<file path="src/rtl/f_fetch_pkg.sv">
// Shared definitions for the fetch stage: reset PC, legal instruction-memory
// window, the nop encoding and the fetch FSM state type.
// The address-window helper is only referenced when FETCH_ADEL_EN is defined.
package f_fetch_pkg;

    localparam logic [31:0] PC_RESET  = 32'h0000_3000;
    localparam logic [31:0] IM_LO     = 32'h0000_3000;
    localparam logic [31:0] IM_HI     = 32'h0000_6FFC;
    localparam logic [31:0] NOP_INSTR = 32'h0000_0000;

    typedef enum logic [1:0] {
        ST_REQ  = 2'd0,  // request pc from instruction memory
        ST_WAIT = 2'd1,  // granted, waiting for the response
        ST_HOLD = 2'd2   // instruction held until IF/ID takes it
    } fetch_state_e;

    // True when a fetch address is misaligned or outside instruction memory.
    function automatic logic addr_illegal(input logic [31:0] addr);
        return (addr[1:0] != 2'b00) || (addr < IM_LO) || (addr > IM_HI);
    endfunction

endpackage

</file>
<file path="src/rtl/f_fetch_npc.sv">
// Combinational next-pc select for the fetch stage.
// A redirect arriving in the consume cycle beats an older pending target,
// which in turn beats sequential pc+4. All arithmetic wraps modulo 2^32.
// Optional: FETCH_ADEL_EN enables the fetch address-error check on pc.
module fetch_npc
    import f_fetch_pkg::*;
(
    input  logic [31:0] pc_i,
    input  logic        pend_valid_i,
    input  logic [31:0] pend_tgt_i,
    input  logic        redirect_i,
    input  logic [31:0] redirect_target_i,
    output logic [31:0] npc_o,
    output logic [31:0] pc_plus8_o,
    output logic        addr_err_o
);

    // Priority select of the pc used after the held instruction is consumed.
    always_comb begin
        // NOTE: every combinational output gets a default first so no path
        // leaves it unassigned; otherwise synthesis infers a latch.
        npc_o = pc_i + 32'd4;
        if (redirect_i) begin
            npc_o = redirect_target_i;
        end else if (pend_valid_i) begin
            npc_o = pend_tgt_i;
        end
    end

    assign pc_plus8_o = pc_i + 32'd8;

`ifdef FETCH_ADEL_EN
    assign addr_err_o = addr_illegal(pc_i);
`else
    assign addr_err_o = 1'b0;
`endif

endmodule

</file>
<file path="src/rtl/f_fetch.sv">
// Fetch stage feeding the IF/ID register. Owns the PC, issues one outstanding
// req/gnt/rvalid transaction at a time and holds the returned instruction
// until IF/ID consumes it. Redirects are queued and applied only after the
// delay-slot instruction in flight has been delivered and consumed.
// Optional: FETCH_ADEL_EN turns illegal fetch addresses into a held nop with
// F_adel=1 instead of a memory request.
module f_fetch
    import f_fetch_pkg::*;
(
    input  logic        clk,
    input  logic        reset,
    input  logic        WE,
    input  logic        redirect,
    input  logic [31:0] redirect_target,
    output logic        im_req,
    output logic [31:0] im_addr,
    input  logic        im_gnt,
    input  logic        im_rvalid,
    input  logic [31:0] im_rdata,
    output logic        F_valid,
    output logic [31:0] F_Instr,
    output logic [31:0] F_PC,
    output logic [31:0] F_PC8,
    output logic        F_adel
);

    fetch_state_e state_q, state_d;

    logic [31:0] pc_q;
    logic        pend_valid_q;
    logic [31:0] pend_tgt_q;
    logic        req_en_q;     // low for the first cycle after reset release
    logic        valid_q;
    logic [31:0] instr_q;
    logic [31:0] fpc_q;
    logic [31:0] fpc8_q;
    logic        adel_q;

    logic [31:0] npc;
    logic [31:0] pc_plus8;
    logic        addr_err;
    logic        consume;
    logic        resp_take;
    logic        adel_take;

    fetch_npc u_npc (
        .pc_i              (pc_q),
        .pend_valid_i      (pend_valid_q),
        .pend_tgt_i        (pend_tgt_q),
        .redirect_i        (redirect),
        .redirect_target_i (redirect_target),
        .npc_o             (npc),
        .pc_plus8_o        (pc_plus8),
        .addr_err_o        (addr_err)
    );

    assign consume   = (state_q == ST_HOLD) && WE;
    assign resp_take = (state_q == ST_WAIT) && im_rvalid;
    assign adel_take = (state_q == ST_REQ) && req_en_q && addr_err;

    // FSM state register.
    always_ff @(posedge clk or negedge reset) begin
        // NOTE: sequential state uses non-blocking assignments so every
        // register samples pre-edge values regardless of block ordering.
        if (!reset) begin
            state_q <= ST_REQ;
        end else begin
            state_q <= state_d;
        end
    end

    // FSM next-state logic; rvalid is deliberately ignored outside WAIT.
    always_comb begin
        state_d = state_q;
        unique case (state_q)
            ST_REQ: begin
                if (req_en_q) begin
                    if (addr_err) begin
                        state_d = ST_HOLD;
                    end else if (im_gnt) begin
                        state_d = ST_WAIT;
                    end
                end
            end
            ST_WAIT: begin
                if (im_rvalid) begin
                    state_d = ST_HOLD;
                end
            end
            ST_HOLD: begin
                if (WE) begin
                    state_d = ST_REQ;
                end
            end
            default: state_d = ST_REQ;
        endcase
    end

    // FSM outputs: request only in REQ, address is the (stable) pc.
    always_comb begin
        im_req  = (state_q == ST_REQ) && req_en_q && !addr_err;
        im_addr = pc_q;
    end

    // PC, pending redirect and request-enable registers.
    always_ff @(posedge clk or negedge reset) begin
        if (!reset) begin
            pc_q         <= PC_RESET;
            pend_valid_q <= 1'b0;
            pend_tgt_q   <= 32'h0;
            req_en_q     <= 1'b0;
        end else begin
            req_en_q <= 1'b1;
            if (consume) begin
                pc_q         <= npc;
                pend_valid_q <= 1'b0;
            end else if (redirect) begin
                pend_valid_q <= 1'b1;
                pend_tgt_q   <= redirect_target;
            end
        end
    end

    // Held instruction registers presented to IF/ID.
    always_ff @(posedge clk or negedge reset) begin
        if (!reset) begin
            valid_q <= 1'b0;
            instr_q <= NOP_INSTR;
            fpc_q   <= 32'h0;
            fpc8_q  <= 32'h0;
            adel_q  <= 1'b0;
        end else if (resp_take) begin
            valid_q <= 1'b1;
            instr_q <= im_rdata;
            fpc_q   <= pc_q;
            fpc8_q  <= pc_plus8;
            adel_q  <= 1'b0;
        end else if (adel_take) begin
            valid_q <= 1'b1;
            instr_q <= NOP_INSTR;
            fpc_q   <= pc_q;
            fpc8_q  <= pc_plus8;
            adel_q  <= 1'b1;
        end else if (consume) begin
            valid_q <= 1'b0;
            instr_q <= NOP_INSTR;
            adel_q  <= 1'b0;
        end
    end

    assign F_valid = valid_q;
    assign F_Instr = instr_q;
    assign F_PC    = fpc_q;
    assign F_PC8   = fpc8_q;
    assign F_adel  = adel_q;

endmodule

</file>
<file path="config.mk">
export PLATFORM = sky130hd
export DESIGN_NAME = f_fetch
export DESIGN_NICKNAME = d
export VERILOG_FILES = /design/src/rtl/f_fetch_pkg.sv /design/src/rtl/f_fetch_npc.sv /design/src/rtl/f_fetch.sv
export SDC_FILE = /design/constraint.sdc
export NUM_CORES = 1
export LEC_CHECK = 0
export CAP_MARGIN = 20
export CELL_PAD_IN_SITES_DETAIL_PLACEMENT = 0
export CELL_PAD_IN_SITES_GLOBAL_PLACEMENT = 1
export CORE_MARGIN = 5
export CORE_UTILIZATION = 29
export CTS_CLUSTER_SIZE = 24
export DETAILED_ROUTE_END_ITERATION = 6
export GPL_TIMING_DRIVEN = 0
export PLACE_DENSITY_LB_ADDON = 0.1
export SYNTH_ARGS = -nofsm -noshare
export SYNTH_HDL_FRONTEND = slang
export SYNTH_SLANG_ARGS = --single-unit
</file>
<file path="constraint.sdc">
create_clock -name clk -period 2.12 [get_ports clk]
set_input_delay 0.53 -clock clk [delete_from_list [all_inputs] [get_ports clk]]
set_output_delay 0.53 -clock clk [all_outputs]
set_load 0.02 [all_outputs]
</file>
==> flow_summary.toml <==
[power_and_ir_drop]
switchingPower_mw = 5.979
internal_power_mw = 9.266
power.density_mw_per_mm2 = 1396
power.total_mw = 15.25
p_seq_share_pct = 33.9
leakage_nw = 4.672
combPwrFrac_pct = 44.6
vdd_ir_drop_max_v = 0.0005783
clockPowerShare_pct = 21.5
switching_share_pct = 39.22

[worst_setup_path]
critPathKind = "flop to output port"
reg2reg_from = "im_addr[2]"
worst_setup_path_start_kind = "flop"
reg2reg_slack_ns = 0.09
worstPathRequired_ns = 1.59
r2r-end = "im_addr[27]"
endpoint_kind = "output port"
rr_worst_depth = 7
crit_arrival_ns = 1.56
worst-path-max-fanout = 5

[drt]
drt_iter0_markers = 492
drt_pass1_iterations = 5
drc = 0
routed_wl_um = 26320
vias_per_cell = 4.917
ant_nets = 0
vias = 6614
avgRoutedWirePerCell_um = 19.57

[global_routing]
grt_use_met1_pct = 25.17
antenna_found_initial = 2
busiest_layer = "met2"
grtUsageMet2_pct = 27.29
grt_max_degree = 86
grt_pass1_wl_um = 40900
overflow = 0
first_global_vias = 6864
grt_usage_pct = 17.88
grt_use_met3_pct = 5.373

[timing]
hold_slack_ns = 0.05554
maxSlewViolCount = 0
finClkSkew_ns = 0.01095
timing.fmax_ghz = 0.4791
worst_slew_pin_slew_ns = 0.6607
fin_ws_ns = 0.03262
relSlewSlack_pct = 55.95
period_share_pct = 98.46
finalHoldViolations = 0
grt_setup_unrepaired = "yes"
fin_tns_setup_ns = 0
setup_viol = 0
fin_crit_ns = 2.087

[logic_synthesis]
synth_area_leader_cell = "dfrtp_1"
synth.area.top_cells = "dfrtp_1, nand2_1, mux2_2"
ys_warn_count = 0
synth-seq-cells = 162
synth_nets = 834
yosysUniqueCellTypes = 60
yosysTopAreaCellShare_pct = 52.39
avgSynthCellArea_um2 = 10.03
yosysSeqAreaShare_pct = 53.08
ys.flop_type = "dfrtp_1"
synth_cells = 762
netlist_area_mm2 = 0.007642
synth-edff-count = 0
async_reset_ff_share_pct = 100.0

[clock_network]
clk_pin_slew_ns = 0.07
cts_sinks = 162
clockRootBuffer = "clkbuf_16"
htreeDepth = 4
cts_buffer_depth = 2
cts_buffers = 17
cts_tree = "done"
insertion_delay_ns = 0.43

[finish]
drive_gt1_share_pct = 15.54
nFillCells = 2602
diodes = 0
finish.instance_area_mm2 = 0.01092
layoutNonFillerInstCount = 1345
multi_input_area_mm2 = 0.003316
synthToLayoutAreaGrowth_pct = 42.89
regArea_mm2 = 0.004066
finish.net_count = 1069
utilization_pct = 42.03

[worst_hold_path]
hp-class = "input port to async pin"

[place]
place_ws_ns = -0.5737
place_hpwl_um = 19360
portBuffers = 198
dpl-instance-area_mm2 = 0.01008
place_congestion = 0.7940
placed_cells = 1296

[run_status]
status = "complete, no violations"

[floorplanning]
ioPinCount = 201
start_util_pct = 29.41
rows = 59
die_h_um = 172.3
die-area_mm2 = 0.02970
core_mm2 = 0.02598
dieWidth_um = 172.3

[run]
cap_violations = 0
[cell usage in the layout (no fill, tap or decap), drive strengths merged, types with 10 or more instances in the layout]
master	synthesis	routed
nand2	166	166
a22oi	20	20
buf	32	50
xor2	16	16
a21oi	18	18
a31oi	11	11
nor4	10	10
mux2	33	33
nand3	16	16
o21ai	78	78
a22o	39	39
nor3	10	10
nor2	28	28
nand4	16	16
xnor2	11	11
clkbuf	41	60
clkdlybuf4s50	0	189
dfrtp	160	160
[critical path: stages, from the launching register on]
cell and delay (ns):
dfrtp_2 0.42, buf_4 0.13, clkdlybuf4s50_1 0.59
[cell type report]
type                       instances  area share (%)
buffer                            72           3.208
clock buffer                      18           4.022
clock inverter                    14           1.604
inverter                           3          0.1031
multi-input combinational        524           30.36
sequential                       162           37.24
tap                              335           3.838
timing repair buffer             217           19.63
[what timing repair did]
item / 4_1_cts / 5_1_grt
pin swaps: 6 / 5
setup buffers: 6 / 12
resized for setup: 27 / 14
hold buffers: 0 / 0
gates cloned: 0 / 0
endpoints found under the setup margin: 86 / 49
[Yosys cell counts (all sizes together) (11+ instances only)]
| library cell | n |
|---|---|
| a22o | 39 |
| clkbuf | 41 |
| a22oi | 20 |
| nand2 | 166 |
| buf | 32 |
| o21ai | 78 |
| a21oi | 18 |
| a31oi | 11 |
| nor2 | 28 |
| mux2 | 33 |
| dfrtp | 160 |
| xor2 | 16 |
| nand3 | 16 |
| xnor2 | 11 |
| nand4 | 16 |
[per-layer routing]
metal  vias to the layer above  part of all wire (%)
met2                       220                    44
met3                        22                   7.9
met1                      3210                    47
met4                         4                  0.81
met5                         -                  0.10
li1                       3158                     -
[power groups by stage]
stage	registers (mW)	logic (mW)	clock network (mW)
2_1_floorplan	6.25	2.29	0
5_1_grt	5.34	7.36	3.47
4_1_cts	5.22	6.78	3.33
6_report	5.17	6.80	3.27
3_5_place_dp	5.22	6.77	0
3_3_place_gp	5.24	6.73	0
[registers in the layout, summed over array words and instances (netlist names)]
register	flops
F_Instr	32
F_PC	32
im_addr	32
pend_tgt_q	32
F_PC8	29
state_q	2
F_valid	1
pend_valid_q	1
req_en_q	1
[worst max path at each step]
stage	from	endpoint	slack, ns	depth (start not counted)
floorplan	im_addr[4]	im_addr[31]	0.13	6
global placement	reset	F_Instr[0]	-6.73	1
detailed placement	im_rvalid	F_Instr[19]	-0.57	5
CTS	im_addr[3]	im_addr[23]	-0.0003	7
global route	pend_valid_q	im_addr[2]	-0.02	5
finish	im_addr[4]	im_addr[4]	0.03	2
[logic make-up (layout without fill, tap and decap cells)]
| family | after synthesis | in the layout | share of synthesized area (%) |
|---|---|---|---|
| muxes | 35 | 35 | 5.124 |
| DFF | 162 | 162 | 53.08 |
| AOI/OAI and AO/OA | 190 | 190 | 16.37 |
| xor gates and xnor gates | 27 | 27 | 3.094 |
| and+or+nand+nor | 268 | 268 | 17.31 |
| other | 2 | 2 | 0.09827 |
| adders and majority gates | 2 | 2 | 0.3274 |
| buffers and inverters | 76 | 324 | 4.600 |
Note: power is estimated with default switching activity, not from simulation.
